[config.mk]
export PLATFORM = sky130hd
export DESIGN_NAME = dac_channel_scheduler
export DESIGN_NICKNAME = d
export VERILOG_FILES = /design/src/rtl/dac_channel_scheduler.sv
export SDC_FILE = /design/constraint.sdc
export NUM_CORES = 1
export LEC_CHECK = 0
export CELL_PAD_IN_SITES_DETAIL_PLACEMENT = 2
export CELL_PAD_IN_SITES_GLOBAL_PLACEMENT = 2
export CORE_UTILIZATION = 25
export DETAILED_ROUTE_END_ITERATION = 10
export PLACE_DENSITY_LB_ADDON = 0.1
export SYNTH_ARGS = -nofsm -noshare
export SYNTH_HDL_FRONTEND = slang
export SYNTH_SLANG_ARGS = --single-unit
[constraint.sdc]
create_clock -name clk -period 3.39 [get_ports clk]
set_input_delay 0.678 -clock clk [delete_from_list [all_inputs] [get_ports clk]]
set_output_delay 0.678 -clock clk [all_outputs]
set_load 0.02 [all_outputs]
[src/rtl/dac_channel_scheduler.sv]
// rtl/dac_channel_scheduler.sv - round-robin frame scheduler for the 24-bit serial DAC path
// Loads the next DAC word exactly at the serializer frame boundary and watches frame alignment.
module dac_channel_scheduler #(
  parameter logic [3:0] CMD     = 4'b0011,
  parameter logic [3:0] NOP_CMD = 4'b1111
) (
  input  logic        clk,
  input  logic        reset,
  input  logic [3:0]  req,
  input  logic [47:0] ch_data,
  input  logic        frame_sig,
  output logic [23:0] dac_word,
  output logic [3:0]  ack,
  output logic [1:0]  cur_ch,
  output logic        cur_valid,
  output logic        sync_err
);

  localparam logic [23:0] NOP_WORD = {NOP_CMD, 4'hF, 16'h0000};
  localparam logic [5:0]  FCNT_LAST = 6'd47;

  logic        frame_sig_q;
  logic [5:0]  fcnt_q, fcnt_d;
  logic [1:0]  rr_q, rr_d;
  logic [23:0] dac_word_q, dac_word_d;
  logic [3:0]  ack_q, ack_d;
  logic [1:0]  cur_ch_q, cur_ch_d;
  logic        cur_valid_q, cur_valid_d;
  logic        sync_err_q, sync_err_d;

  logic        bnd;
  logic        at_end;
  logic        grant_found;
  logic [1:0]  grant_idx;
  logic [11:0] grant_data;

  // Serializer holds frame_sig for the two clocks of bit 0; the second one closes the frame.
  assign bnd    = frame_sig & frame_sig_q;
  assign at_end = (fcnt_q == FCNT_LAST);

  // Descending scan so the channel closest to rr (offset 0) is the last writer and wins.
  always_comb begin
    logic [1:0] cand;
    grant_found = 1'b0;
    grant_idx   = rr_q;
    cand        = rr_q;
    for (int k = 3; k >= 0; k--) begin
      cand = rr_q + 2'(k);
      if (req[cand]) begin
        grant_found = 1'b1;
        grant_idx   = cand;
      end
    end
  end

  always_comb begin
    case (grant_idx)
      2'd0:    grant_data = ch_data[11:0];
      2'd1:    grant_data = ch_data[23:12];
      2'd2:    grant_data = ch_data[35:24];
      default: grant_data = ch_data[47:36];
    endcase
  end

  // A boundary always restarts the local count, which also resyncs after a misaligned one.
  always_comb begin
    fcnt_d     = (bnd || at_end) ? 6'd0 : fcnt_q + 6'd1;
    sync_err_d = sync_err_q | (bnd ^ at_end);
  end

  always_comb begin
    dac_word_d  = dac_word_q;
    ack_d       = 4'b0000;
    cur_ch_d    = cur_ch_q;
    cur_valid_d = cur_valid_q;
    rr_d        = rr_q;
    if (bnd) begin
      if (grant_found) begin
        dac_word_d  = {CMD, 2'b00, grant_idx, grant_data, 4'h0};
        ack_d       = 4'b0001 << grant_idx;
        cur_ch_d    = grant_idx;
        cur_valid_d = 1'b1;
        rr_d        = grant_idx + 2'd1;
      end else begin
        dac_word_d  = NOP_WORD;
        cur_valid_d = 1'b0;
      end
    end
  end

  always_ff @(posedge clk or posedge reset) begin
    if (reset) begin
      frame_sig_q <= 1'b0;
      fcnt_q      <= 6'd0;
      rr_q        <= 2'd0;
      dac_word_q  <= NOP_WORD;
      ack_q       <= 4'b0000;
      cur_ch_q    <= 2'd0;
      cur_valid_q <= 1'b0;
      sync_err_q  <= 1'b0;
    end else begin
      frame_sig_q <= frame_sig;
      fcnt_q      <= fcnt_d;
      rr_q        <= rr_d;
      dac_word_q  <= dac_word_d;
      ack_q       <= ack_d;
      cur_ch_q    <= cur_ch_d;
      cur_valid_q <= cur_valid_d;
      sync_err_q  <= sync_err_d;
    end
  end

  assign dac_word  = dac_word_q;
  assign ack       = ack_q;
  assign cur_ch    = cur_ch_q;
  assign cur_valid = cur_valid_q;
  assign sync_err  = sync_err_q;

endmodule

* After elaboration in Yosys (flattened, before gate mapping) *
Index checks and enable logic that the tools add are counted.

storage, ports and cells
  register bits after elaboration = 41
  input bits = 55

operators by class
  add/sub/neg operators = 5
  $lt $le $gt $ge = 4
  equal/unequal tests = 3
  shifts and indexed selects = 1
  muxes and demuxes = 22
  bitwise operators = 3
  reductions and logical operators = 3

operators with widths
  cell                                                                           number
  12-bit case mux with 3 select lines                                            1
  24-bit two-way mux                                                             1
  2-bit by 3-bit less-than comparator with 1-bit output (second input constant)  4
  1-bit two-way mux                                                              9
  1-bit binary-select mux with 2-bit select                                      4
  2-bit two-way mux                                                              4
  4-bit two-way mux                                                              2
  6-bit by 1-bit adder with 6-bit output (second input constant)                 1
  6-bit equality test (second input constant)                                    1
  6-bit two-way mux                                                              1
  2-bit by 1-bit adder with 2-bit output (second input constant)                 2
  2-bit adder (second input constant)                                            2
  1-bit by 2-bit left shift with 4-bit output (first input constant)             1
  2-bit by 1-bit equality test with 1-bit output (second input constant)         1
  2-bit equality test (second input constant)                                    1
  2-bit logical NOT                                                              1
  2-bit AND reduction                                                            1
  1-bit bitwise AND                                                              1
  1-bit logical OR                                                               1
  1-bit OR                                                                       1
  1-bit XOR                                                                      1

* Depth between registers and ports, before layout *
  word-level depth = 10
  mapped depth = 7

* Least setup slack after synthesis *
No wires, ideal clock.

  kind = input to register
  from = in req[2]
  to = reg dac_word_q[14] (netlist: dac_word[14])
  setup time = 132 ps
  arrival = 1989 ps
  slack = 1269 ps
  cell stages on the path = 7
  buffers on the path = 2
  path through = nor2b_1 > o21a_1 > or3_1 > buf_6 > buf_6 > a221oi_1 > o31ai_1

on the way
  longest elaborated chain between the ends = 9
  elaborated cells between the ends (all ways) = 21
  classes of those cells = eq/ne (2); mux (18); reduce/logical (1)

RTL lines
  item                                               RTL line  text
  start: declaration                                 9         input logic [3:0] req,
  1-bit binary-select mux with 2-bit select          49        if (req[cand]) begin
  1-bit two-way mux (not written as such)            49
  2-bit two-way mux (4 in a row)                     49
  2-bit equality test, or another cell as far along  57        case (grant_idx)
  12-bit case mux with 3 select lines                57
  24-bit two-way mux (*)                             78        if (grant_found) begin
  end signal: assignment                             105       dac_word_q <= dac_word_d;
  end: declaration                                   25        logic [23:0] dac_word_q, dac_word_d;

Every way passes the cells marked *; elsewhere a longest branch is shown, timed or not. The select of a mux whose other input is x is not followed.
A chain may end at the register's enable or synchronous reset.

* Final worst setup path *
  from = in req[1]
  to = reg dac_word_q[12] (netlist: dac_word[12])

Same word-level chain as after synthesis.

==> flow_summary.toml <==
[detailed_routing]
wl_met2_um = 2990
drt_first_pass_iters = 3
routedWlPerCell_um = 16.5
drc_errors = 0
detail_route.iter0.violations = 27
drt-met1-wl_um = 2830
via_count = 1760
drtAntennaViolNets = 0
routed-wl-met3_um = 216
wl_um = 6110
vias_per_cell = 4.74
topRoutingLayerUsed = "met4"

[floorplanning]
start_util = 0.259
design.die.area_um2 = 7880
floorplan.die.height_um = 88.8
io_pins = 87
rows = 31
placeableCoreArea_um2 = 7250
die_w_um = 88.8

[clocking]
cts_setup_buffers = 0
clock_insertion_delay_worst_skew_ns = 0.28
numClockSinks = 32
tritoncts_buffers = 5
hold_buffers = 0
cts.path.max_buffers = 2
tritoncts = "built"
cts.root.buffer_cell = "clkbuf_8"
htree_levels = 2
post_cts_resized = 0
clock_slew_seen_by_the_registers_of_the_worst_setup_and_hold_paths_ns = 0.07

[synth]
synth-warning-count = 0
synth.ff_latch_count = 32
syn_inst = 192
post_synth.cell_area_avg_um2 = 9.80
synth_sequential_area_ratio = 0.428
syn_area_um2 = 1880
yosys.cell_types.count = 41

[critical_path]
critical_path_required_ns = 3.58
dominant_delay_contributor_by_cell_family_on_the_critical_path = "simple AND/OR/NAND/NOR gates"
worst_setup_sp_type = "input port"
setup.worst_path.end_class = "register"
worst_setup_path_startpoint = "req[1]"
cpPeakStageDelay_ns = 0.82
arrival_time_worst_endpoint_ns = 2.86
r2r-start = "rr_q[1]"
buffer_and_inverter_count_on_the_worst_path = 1
timing.critical_path.cells = "clkdlybuf4s50_1 -> or2b_2 -> a21oi_1 -> nor2_1 -> a221oi_1 -> o31ai_1"
crit_fanout = 12
critical_path_class = "input port to register"
timing.critical_path.slowest_stage_cell = "nor2_1"

[finish]
drive_gt1_frac = 0.103
stdcell_count = 371
fin_nets = 328
num_antenna_cells = 0
mostFrequentLayoutCell = "clkdlybuf4s50_1"
flow.area_growth_from_synthesis_pct = 50.5
layout.cells.most_common_list = "clkdlybuf4s50_1 (80), and2_1 (29), dfrtp_1 (29)"

[timing]
final_min_period_over_clock_period = 0.788
worstMarginPinSlew_ns = 1.07
final_max_slew_viol_count = 0
finClkSkew_ns = 0.00199
timing.max_slew.rel_slack = 0.281
fin_setup_tns_ns = 0
rsz0062_at_grt = "no"
maxClockFrequency_ghz = 0.374
period_needed_ns = 2.67
timing_hold_violations_final = 0
final-setup-viol-count = 0

[global_routing]
grt_first_pass_wirelength_um = 9660
overflow_left_after_global_routing = 0
grt_antenna_before_repair = 0
globalRouteTotalUtil = 0.165
first_global_vias = 1884
grt_max_degree = 33

[placement]
post-place-cells = 363
detailedPlacementHpwl_um = 4560
io_buffer_count = 80
routabilityCongestion = 0.813

[min_path]
worst_hold_startpoint = "sync_err"
min-delay-path-class = "register to register"

[pwr]
p_total_w = 0.00176
power_per_cell_area_nw_per_um2 = 621
power_leakage_nw = 1.13
ir_drop_v = 0.000240

[status]
run_status = "completed"

[run]
maxCapViolCount = 0
==> area by class of cell <==
type	count	area (um^2)
well taps	99	124
flip-flops and latches	32	805
clock buffers	5	68.8
clock inverters	3	42.5
repair buffers	90	876
multi-input cells	140	908
inverters	2	7.51
fillers	820	4420
==> cells in the mapped netlist <==
library cell	number	area, um^2
a221oi_2	1	15.0
a31oi_1	1	6.26
o21a_1	1	7.51
or3_1	1	6.26
xor2_1	1	8.76
or3b_2	1	8.76
buf_8	1	15.0
a21oi_1	8	40.0
dfrtp_1	29	726
clkbuf_1	3	11.3
nor3_1	5	25.0
buf_6	5	56.3
or2b_2	2	17.5
nor3b_1	1	7.51
nand3_1	3	15.0
and2_1	29	181
conb_1	2	7.51
or2_0	1	6.26
dfstp_2	3	78.8
nor2b_1	2	12.5
a221oi_1	23	201
nand2_1	16	60.1
a211oi_1	1	7.51
dlygate4sd1_1	1	8.76
a2111oi_0	1	8.76
xnor2_1	4	35.0
o31ai_1	12	90.1
and3_1	1	6.26
buf_4	9	67.6
a211o_1	1	8.76
or2_2	1	6.26
mux2_2	1	11.3
clkbuf_4	1	7.51
nor2_1	7	26.3
buf_2	2	10.0
ha_1	2	25.0
o21ai_0	4	20.0
nor2b_2	1	8.76
nor4_1	1	6.26
inv_1	2	7.51
or2_1	1	6.26
==> path summary, 6_finish.rpt <==
path                                end  slack [ns]  cells after the start
setup / recovery           dac_word[12]        0.72                      6
hold reg to reg                sync_err        0.48                      1
min in group asynchronous     fcnt_q[2]        0.79                      3
hold / removal                 sync_err        0.48                      1
setup reg to reg           dac_word[12]        1.22                      6
max in group asynchronous  dac_word[16]        2.26                      3
==> flip-flops by register name (all words and copies together) (netlist names) <==
register     flops
dac_word        15
fcnt_q           6
rr_q             2
sync_err         1
cur_valid        1
cur_ch           2
ack              4
frame_sig_q      1
==> where the power goes <==
group / total, W / switching, W / internal (W)
logic: 0.000818 / 0.000439 / 0.000379
registers: 0.000571 / 0.0000795 / 0.000491
clock network: 0.000369 / 0.000152 / 0.000217
total: 0.00176 / 0.000670 / 0.00109
==> stage by stage <==
| step | worst slack, ns | hold slack [ns] | cell area (um^2) | util |
|---|---|---|---|---|
| detailed placement | 0.464 | 0.470 | 2720 | 0.375 |
| global route | 0.558 | 0.508 | 2830 | 0.390 |
| floorplan | 1.27 | 0.445 | 1900 | - |
| global placement | 0.533 | 0.456 | 2720 | 0.375 |
| CTS | 0.746 | 0.486 | 2830 | 0.390 |
| finish | 0.719 | 0.478 | 2830 | 0.390 |
==> layer usage <==
| metal | vias up | track usage |
|---|---|---|
| met5 | - | 0 |
| met3 | 6 | 0.0252 |
| met2 | 46 | 0.287 |
| li1 | 842 | - |
| met4 | 0 | 0.0484 |
| met1 | 866 | 0.210 |
==> kinds of logic after synthesis <==
family                     Yosys count  synth area share
buffers and inverters               24            0.0977
and+or+nand+nor                     73             0.213
muxes                                1           0.00598
DFF                                 32             0.428
other                                2           0.00399
adders and majority gates            2            0.0133
AOI/OAI and AO/OA                   53             0.215
xor gates and xnor gates             5            0.0233
Note: power is estimated with default switching activity, not from simulation.
